[config.mk]
export PLATFORM = sky130hd
export DESIGN_NAME = riscv_commit_trace_buffer
export DESIGN_NICKNAME = d
export VERILOG_FILES = /design/src/rtl/riscv_commit_trace_buffer.sv
export SDC_FILE = /design/constraint.sdc
export NUM_CORES = 2
export LEC_CHECK = 0
export CAP_MARGIN = 20
export CORE_MARGIN = 4
export CORE_UTILIZATION = 55
export DETAILED_ROUTE_END_ITERATION = 8
export GPL_TIMING_DRIVEN = 0
export PLACE_DENSITY = 0.81
export SLEW_MARGIN = 40
export SYNTH_ARGS = -nofsm -noshare
export SYNTH_HDL_FRONTEND = slang
export SYNTH_SLANG_ARGS = --single-unit
[constraint.sdc]
create_clock -name clk -period 16.7 [get_ports clk]
set_input_delay 3.34 -clock clk [delete_from_list [all_inputs] [get_ports clk]]
set_output_delay 3.34 -clock clk [all_outputs]
set_load 0.05 [all_outputs]
[src/rtl/riscv_commit_trace_buffer.sv]
// Commit-trace capture FIFO: up to NUM_CH retire events per cycle in, one per cycle out.
// Optional macro TRACE_RD_FILTER_EN keeps only events that write a nonzero rd.
module riscv_commit_trace_buffer #(
    parameter int XLEN   = 32,
    parameter int NUM_CH = 2,
    parameter int DEPTH  = 16,
    parameter int DROP_W = 16
) (
    input  logic                         clk,
    input  logic                         reset,
    input  logic [NUM_CH-1:0]            commit_valid,
    input  logic [NUM_CH*XLEN-1:0]       commit_pc,
    input  logic [NUM_CH*32-1:0]         commit_instr,
    input  logic [NUM_CH*XLEN-1:0]       commit_result,
    input  logic [NUM_CH*5-1:0]          commit_rd,
    input  logic [NUM_CH-1:0]            commit_regwrite,
    output logic                         trace_valid,
    input  logic                         trace_ready,
    output logic [XLEN-1:0]              trace_pc,
    output logic [31:0]                  trace_instr,
    output logic [XLEN-1:0]              trace_result,
    output logic [4:0]                   trace_rd,
    output logic                         trace_regwrite,
    output logic [31:0]                  trace_timestamp,
    output logic [$clog2(DEPTH+1)-1:0]   count,
    output logic                         overflow,
    input  logic                         clear_overflow,
    output logic [DROP_W-1:0]            drop_count
);

    localparam int AW = (DEPTH > 1) ? $clog2(DEPTH) : 1;
    localparam int CW = $clog2(DEPTH + 1);
    localparam int NW = $clog2(NUM_CH + 1);

    logic [XLEN-1:0] mem_pc     [DEPTH];
    logic [31:0]     mem_instr  [DEPTH];
    logic [XLEN-1:0] mem_result [DEPTH];
    logic [4:0]      mem_rd     [DEPTH];
    logic            mem_rw     [DEPTH];
    logic [31:0]     mem_ts     [DEPTH];

    logic [AW-1:0]     wr_ptr;
    logic [AW-1:0]     rd_ptr;
    logic [31:0]       cycle_cnt;
    logic [NUM_CH-1:0] elig;
    logic [AW-1:0]     slot [NUM_CH];
    logic [NW-1:0]     n_elig;
    logic [CW-1:0]     free_cnt;
    logic              accept;
    logic              drop;
    logic              pop;
    logic [DROP_W:0]   drop_sum;

    // Eligible channels are packed densely from wr_ptr in channel order.
    always_comb begin
        logic [NW-1:0] n_acc;
        n_acc = '0;
        elig  = '0;
        for (int i = 0; i < NUM_CH; i++) begin
`ifdef TRACE_RD_FILTER_EN
            elig[i] = commit_valid[i] && commit_regwrite[i]
                      && (commit_rd[i*5 +: 5] != 5'd0);
`else
            elig[i] = commit_valid[i];
`endif
            slot[i] = wr_ptr + AW'(n_acc);
            n_acc   = n_acc + NW'(elig[i]);
        end
        n_elig = n_acc;
    end

    // Free space is taken before this cycle's pop; groups are all-or-nothing.
    assign free_cnt = CW'(DEPTH) - count;
    assign accept   = (n_elig != '0) && (CW'(n_elig) <= free_cnt);
    assign drop     = (n_elig != '0) && !accept;
    assign pop      = trace_valid && trace_ready;
    assign drop_sum = {1'b0, drop_count} + (DROP_W+1)'(n_elig);

    always_ff @(posedge clk) begin
        if (reset) begin
            wr_ptr     <= '0;
            rd_ptr     <= '0;
            count      <= '0;
            overflow   <= 1'b0;
            drop_count <= '0;
            cycle_cnt  <= '0;
        end else begin
            cycle_cnt <= cycle_cnt + 32'd1;
            if (accept) begin
                wr_ptr <= wr_ptr + AW'(n_elig);
            end
            if (pop) begin
                rd_ptr <= rd_ptr + AW'(1);
            end
            count <= count + (accept ? CW'(n_elig) : CW'(0)) - CW'(pop);
            if (drop) begin
                overflow <= 1'b1;
                if (clear_overflow) begin
                    drop_count <= DROP_W'(n_elig);
                end else if (drop_sum[DROP_W]) begin
                    drop_count <= '1;
                end else begin
                    drop_count <= drop_sum[DROP_W-1:0];
                end
            end else if (clear_overflow) begin
                overflow   <= 1'b0;
                drop_count <= '0;
            end
        end
    end

    always_ff @(posedge clk) begin
        if (!reset && accept) begin
            for (int i = 0; i < NUM_CH; i++) begin
                if (elig[i]) begin
                    mem_pc[slot[i]]     <= commit_pc[i*XLEN +: XLEN];
                    mem_instr[slot[i]]  <= commit_instr[i*32 +: 32];
                    mem_result[slot[i]] <= commit_result[i*XLEN +: XLEN];
                    mem_rd[slot[i]]     <= commit_rd[i*5 +: 5];
                    mem_rw[slot[i]]     <= commit_regwrite[i];
                    mem_ts[slot[i]]     <= cycle_cnt;
                end
            end
        end
    end

    // Data is forced to zero when empty so stale entries never leak out.
    assign trace_valid     = (count != '0);
    assign trace_pc        = trace_valid ? mem_pc[rd_ptr]     : '0;
    assign trace_instr     = trace_valid ? mem_instr[rd_ptr]  : '0;
    assign trace_result    = trace_valid ? mem_result[rd_ptr] : '0;
    assign trace_rd        = trace_valid ? mem_rd[rd_ptr]     : '0;
    assign trace_regwrite  = trace_valid ? mem_rw[rd_ptr]     : 1'b0;
    assign trace_timestamp = trace_valid ? mem_ts[rd_ptr]     : '0;

`ifndef SYNTHESIS
    always_ff @(posedge clk) begin
        if (!reset) begin
            assert (!(pop && count == '0))
                else $error("pop from empty trace buffer");
            assert (count <= CW'(DEPTH))
                else $error("trace buffer count above DEPTH");
        end
    end
`endif

endmodule
# Yosys cells after proc, flatten, opt, wreduce, memory -nomap -nowiden
# Memories as Yosys holds them, arrays and structs flattened. A register that Yosys moved wholly into a read port is not among the register bits.
# Index checks and enable logic that the tools add are counted.
totals:
  wordCells: 62
  n_memories: 6
  mem_bits_rw: 2144
  out_inout_bits: 157
  ff_bits: 62
classes:
  add_sub_neg: 9
  order_cmp: 1
  n_reduce_logical: 9
  muxes: 31
memory_table:
  columns: ["name", "words", "word_bits", "read_ports", "rd_ports_with_merged_regs", "wr", "line", "rtl"]
  rows:
  - ["mem_instr", 16, 32, 1, 1, 2, "36", "logic [31:0] mem_instr [DEPTH];"]
  - ["mem_pc", 16, 32, 1, 1, 2, "35", "logic [XLEN-1:0] mem_pc [DEPTH];"]
  - ["mem_result", 16, 32, 1, 1, 2, "37", "logic [XLEN-1:0] mem_result [DEPTH];"]
  - ["mem_ts", 16, 32, 1, 1, 2, "40", "logic [31:0] mem_ts [DEPTH];"]
  - ["mem_rd", 16, 5, 1, 1, 2, "38", "logic [4:0] mem_rd [DEPTH];"]
  - ["mem_rw", 16, 1, 1, 1, 2, "39", "logic mem_rw [DEPTH];"]
op_table:
  columns: ["operator", "n"]
  rows:
  - ["$mux W32", 4]
  - ["$mux W16", 4]
  - ["$mux W4", 12]
  - ["$add A32 B1 Y32 const B", 1]
  - ["$add A16 B2 Y17", 1]
  - ["$mux W1", 9]
  - ["$add A5 B2 Y5", 1]
  - ["$le A2 B5 Y1", 1]
  - ["$mux W5", 1]
  - ["$reduce_bool A5 Y1", 1]
  - ["$sub A5 B1 Y5", 1]
  - ["$sub A5 B5 Y5 const A", 1]
  - ["$add A4 B1 Y4", 1]
  - ["$add A4 B1 Y4 const B", 1]
  - ["$add A4 B2 Y4", 1]
  - ["$logic_and A1 B1 Y1", 4]
  - ["$reduce_bool A2 Y1", 2]
  - ["$add A1 B1 Y2", 1]
  - ["$logic_not A1 Y1", 2]
  - ["$mux W2", 1]

# Depth between registers and ports, before layout
logic_depth:
  ltp_word: 6
  mapped_depth: 18
  mapped_depth_nobuf: 18

# Worst setup path after synthesis
# Ideal clock, no wire load.
synth_path:
  path_type: "input -> register"
  startpoint: "input port commit_valid[0]"
  endpoint: "memory mem_instr[0][0] (enable)"
  path_stages: 9
  path_slack_ps: 1298
  arrival_ps: 14577
  setup_time_ps: 825
  required_time_ps: 15875
  cell_sequence: "inv_1 -> ha_1 -> inv_1 -> ha_1 -> a21boi_0 -> o221a_2 -> a21oi_2 -> nand3_1 -> o31ai_1"
synth_rtl:
  columns: ["item", "line", "rtl"]
  rows:
  - ["start, declared", "11", "input logic [NUM_CH-1:0] commit_valid,"]
  - ["end, declared", "36", null]

# Worst setup path after layout
layout_path:
  startpoint: "register count[3]"
  endpoint: "output port trace_result[4]"
layout_between:
  elab_chain_len: 2
layout_lines:
  columns: ["item", "line", "rtl"]
  rows:
  - ["start, declared", "25", "output logic [$clog2(DEPTH+1)-1:0] count,"]
  - ["start signal, assigned", "95", "count <= count + (accept ? CW'(n_elig) : CW'(0)) - CW'(pop);"]
  - ["$reduce_bool A5 Y1", "128", "assign trace_valid = (count != '0);"]
  - ["$mux W32", "131", "assign trace_result = trace_valid ? mem_result[rd_ptr] : '0;"]
  - ["end, declared", "21", "output logic [XLEN-1:0] trace_result,"]
# Every way passes these cells.

==> results.py <==
metrics = {
    "grt": {
        "overflow": 0,
        "grt_pass1_wl_mm": 444,
        "track_usage": 0.311,
        "grt_start_max_net_pins": 23,
        "antenna_found_initial": 65,
        "first_global_vias": 63164,
    },
    "pwr": {
        "leakage_nw": 39.7,
        "power_density_nw_per_um2": 130,
        "p_comb_frac": 0.298,
        "power.switching_w": 0.00515,
        "pwr-share-clk": 0.303,
        "seqPwrFrac": 0.399,
        "p_sw_frac": 0.322,
        "peakVddDrop_uv": 106,
        "internal_power_w": 0.0109,
    },
    "timing": {
        "finalCritPeriodShare": 0.546,
        "tightest_slew_ps": 955,
        "fmax_mhz": 110,
        "timing.slew.headroom": 0.363,
        "finalSetupViolCount": 0,
        "period_minus_slack_ps": 9120,
        "drv_slew": 0,
        "hold_viol": 0,
        "clock_skew_ps": 37.4,
        "rsz0062_at_grt": "false",
        "timing.setup.tns_ps": 0,
    },
    "setup_path": {
        "cp-end-kind": "output pin",
        "r2r_end": "mem_pc[1][22]",
        "cp_slowest_cell": "clkdlybuf4s50_1",
        "path_class": "flip-flop to output pin",
        "path_cells": "inv_1 -> ha_1 -> and2_1 -> ha_1 -> inv_1 -> nand2_1 -> clkbuf_2 -> clkbuf_2 -> o22ai_1 -> clkdlybuf4s50_1",
        "r2r-start": "count[3]",
        "cp-start-kind": "flip-flop",
        "reg2reg_slack_ps": 12000,
        "worst-path-max-fanout": 10,
        "cp_data_arrival_time_ps": 5780,
        "r2r_cells": 17,
        "cp_data_required_time_ps": 13360,
        "slowest_delay_ps": 950,
    },
    "clocking": {
        "clock_path_buffers": 3,
        "cts_hold_buf": 0,
        "clkTransAtPathRegs_ps": 60,
        "cts_root_buf": "clkbuf_16",
        "postCtsSetupBuffers": 0,
        "htree_levels": 4,
        "clk_latency_ps": 880,
        "tritoncts": "yes",
        "cts_sinks": 2210,
        "cts_resized": 0,
        "cts-buffers-inserted": 215,
    },
    "synthesis": {
        "synth_edf_count": 2144,
        "yosysMostFrequentCell": "edfxtp_1",
        "synth_area_sq_um": 105000,
        "synth_mux_area_frac": 0.317,
        "yosys.area_share.simple": 0.0106,
        "yosys.area.top_type": "edfxtp_1",
        "synthXorXnorAreaFrac": 0.00358,
        "synth_top_area_share": 0.613,
        "avgSynthCellArea_sq_um": 18.4,
        "ys.flop_type": "edfxtp_1",
        "synthTopCellsByCount": "edfxtp_1, mux2_2, mux4_2",
        "syn_inst": 5707,
        "ys_seq_area_frac": 0.626,
        "ys_types": 59,
        "synth_top_family_by_area": "multiplexers",
        "synth-adder-area-share": 0.00308,
        "synthArstFlopShare": 0,
        "ys_ff_latch": 2210,
        "synth.net_count": 5941,
        "synth_compound_area_frac": 0.0116,
        "synth_area_leaders": "edfxtp_1, mux2_2, mux4_2, mux2i_1, dfxtp_1",
        "synth_warnings": 0,
    },
    "placed_design": {
        "hpwl_mm": 212,
        "port_buffers": 365,
        "dp_cells": 8802,
        "gp_congestion": 0.858,
    },
    "min_path": {
        "hp-class": "flip-flop to flip-flop",
        "min_to": "overflow",
        "worstHoldStart": "overflow",
        "min_path_cells": 2,
    },
    "floorplanning": {
        "ios": 367,
        "die-height_um": 445,
        "die-area_sq_um": 198000,
        "initial_core_util": 0.552,
        "rows": 160,
        "core_area_sq_um": 190000,
        "dieWidth_um": 445,
    },
    "flow_run": {
        "drv_cap": 0,
    },
    "status": {
        "status": "finished clean",
    },
    "routing": {
        "via_per_inst": 6.67,
        "drcViolationCount": 0,
        "firstDrtPassIters": 6,
        "wirelength_mm": 310,
        "drt_iter0_markers": 8957,
        "drt.antenna.violating_nets": 0,
        "vias": 61876,
        "wl_per_cell_um": 33.5,
    },
    "cells_and_area": {
        "fin_cells": 9274,
        "synthToLayoutAreaGrowth_pct": 17.0,
        "layout-drive-gt1-share": 0.449,
        "final_nets": 6744,
    },
}
-- layout make-up --
type                            instances  area, sq um
Timing Repair Buffer                  586         7310
Multi-Input combinational cell       2901        36500
Sequential cell                      2210        65700
Clock buffer                          275         5730
Inverter                               20         75.1
Tap cell                             2511         3140
Buffer                                576         3050
Antenna cell                           65          163
Fill cell                           12416        67100
Clock inverter                        130         1210
-- metal layers --
metal  track usage  wire (um)  up-vias
li1              -          -    24916
met1         0.392     107000    31756
met2         0.485     148000     4266
met3        0.0797      35100      930
met4         0.193      19900        8
met5             0         48        -
-- flip-flops by register name, summed over array words and instances, names as in the netlist, named ones only --
register    count
count           5
mem_rw         16
rd_ptr          4
cycle_cnt      32
mem_result    512
mem_instr     512
wr_ptr          4
mem_ts        512
mem_rd         80
drop_count     16
mem_pc        512
overflow        1
-- power by group through the flow --
stage | Combinational (W) | Clock, W | Sequential, W
after floorplan | 0.00295 | 0 | 0.00659
after detailed placement | 0.00473 | 0 | 0.00650
after global placement | 0.00455 | 0 | 0.00672
after CTS | 0.00476 | 0.00486 | 0.00638
final | 0.00478 | 0.00485 | 0.00638
after global routing | 0.00495 | 0.00511 | 0.00639
-- critical path: cells and delay by family, from the launching register on --
family	cells	cell delay (ps)
AOI/OAI and AO/OA	1	790
and+or+nand+nor	2	760
DFF	1	490
buffers and inverters	5	2400
adders and majority gates	2	430
-- cells in the final DEF, fill, tap and decap left out, types with 62 or more instances in the layout --
cell and n:
buf_6 90, mux2i_1 272, mux4_2 536, dfxtp_1 66, clkdlybuf4s50_1 365, buf_2 159, diode_2 65, o22ai_1 132
edfxtp_1 2144, clkbuf_2 63, buf_8 160, mux2_2 1567, clkbuf_1 314, clkbuf_16 217, nor2_1 62
-- worst max path at each step --
| stage | start | end | slack (ps) | cells after the start |
|---|---|---|---|---|
| floorplan | commit_valid[0] | mem_instr[0][0] | 1300 | 9 |
| global placement | commit_valid[0] | mem_pc[0][18] | -12260 | 10 |
| detailed placement | count[3] | trace_result[4] | 8570 | 10 |
| CTS | count[3] | trace_result[4] | 7640 | 10 |
| global route | count[3] | trace_result[4] | 7670 | 10 |
| finish | count[3] | trace_result[4] | 7580 | 10 |
-- cell families (layout without fill, tap and decap cells) --
group / after synthesis / in the layout
multiplexers: 2440 / 2440
AND/OR/NAND/NOR: 201 / 201
flip-flops: 2210 / 2210
AO/OA/AOI/OAI: 194 / 194
XOR/XNOR: 42 / 42
buffers and inverters: 596 / 1587
adder cells (fa/ha/maj): 24 / 24
other: 0 / 65
-- stage by stage --
stage	hold WS [ps]	cell area, sq um	util	total power (W)	worst slack [ps]
2_1_floorplan	485	105000	-	0.00954	1300
6_report	500	123000	0.647	0.0160	7580
4_1_cts	505	123000	0.646	0.0160	7640
5_1_grt	523	123000	0.646	0.0165	7670
3_5_place_dp	495	116000	0.609	0.0112	8570
3_3_place_gp	480	112000	0.588	0.0113	-12260
Power figures use the tool's default switching activity.
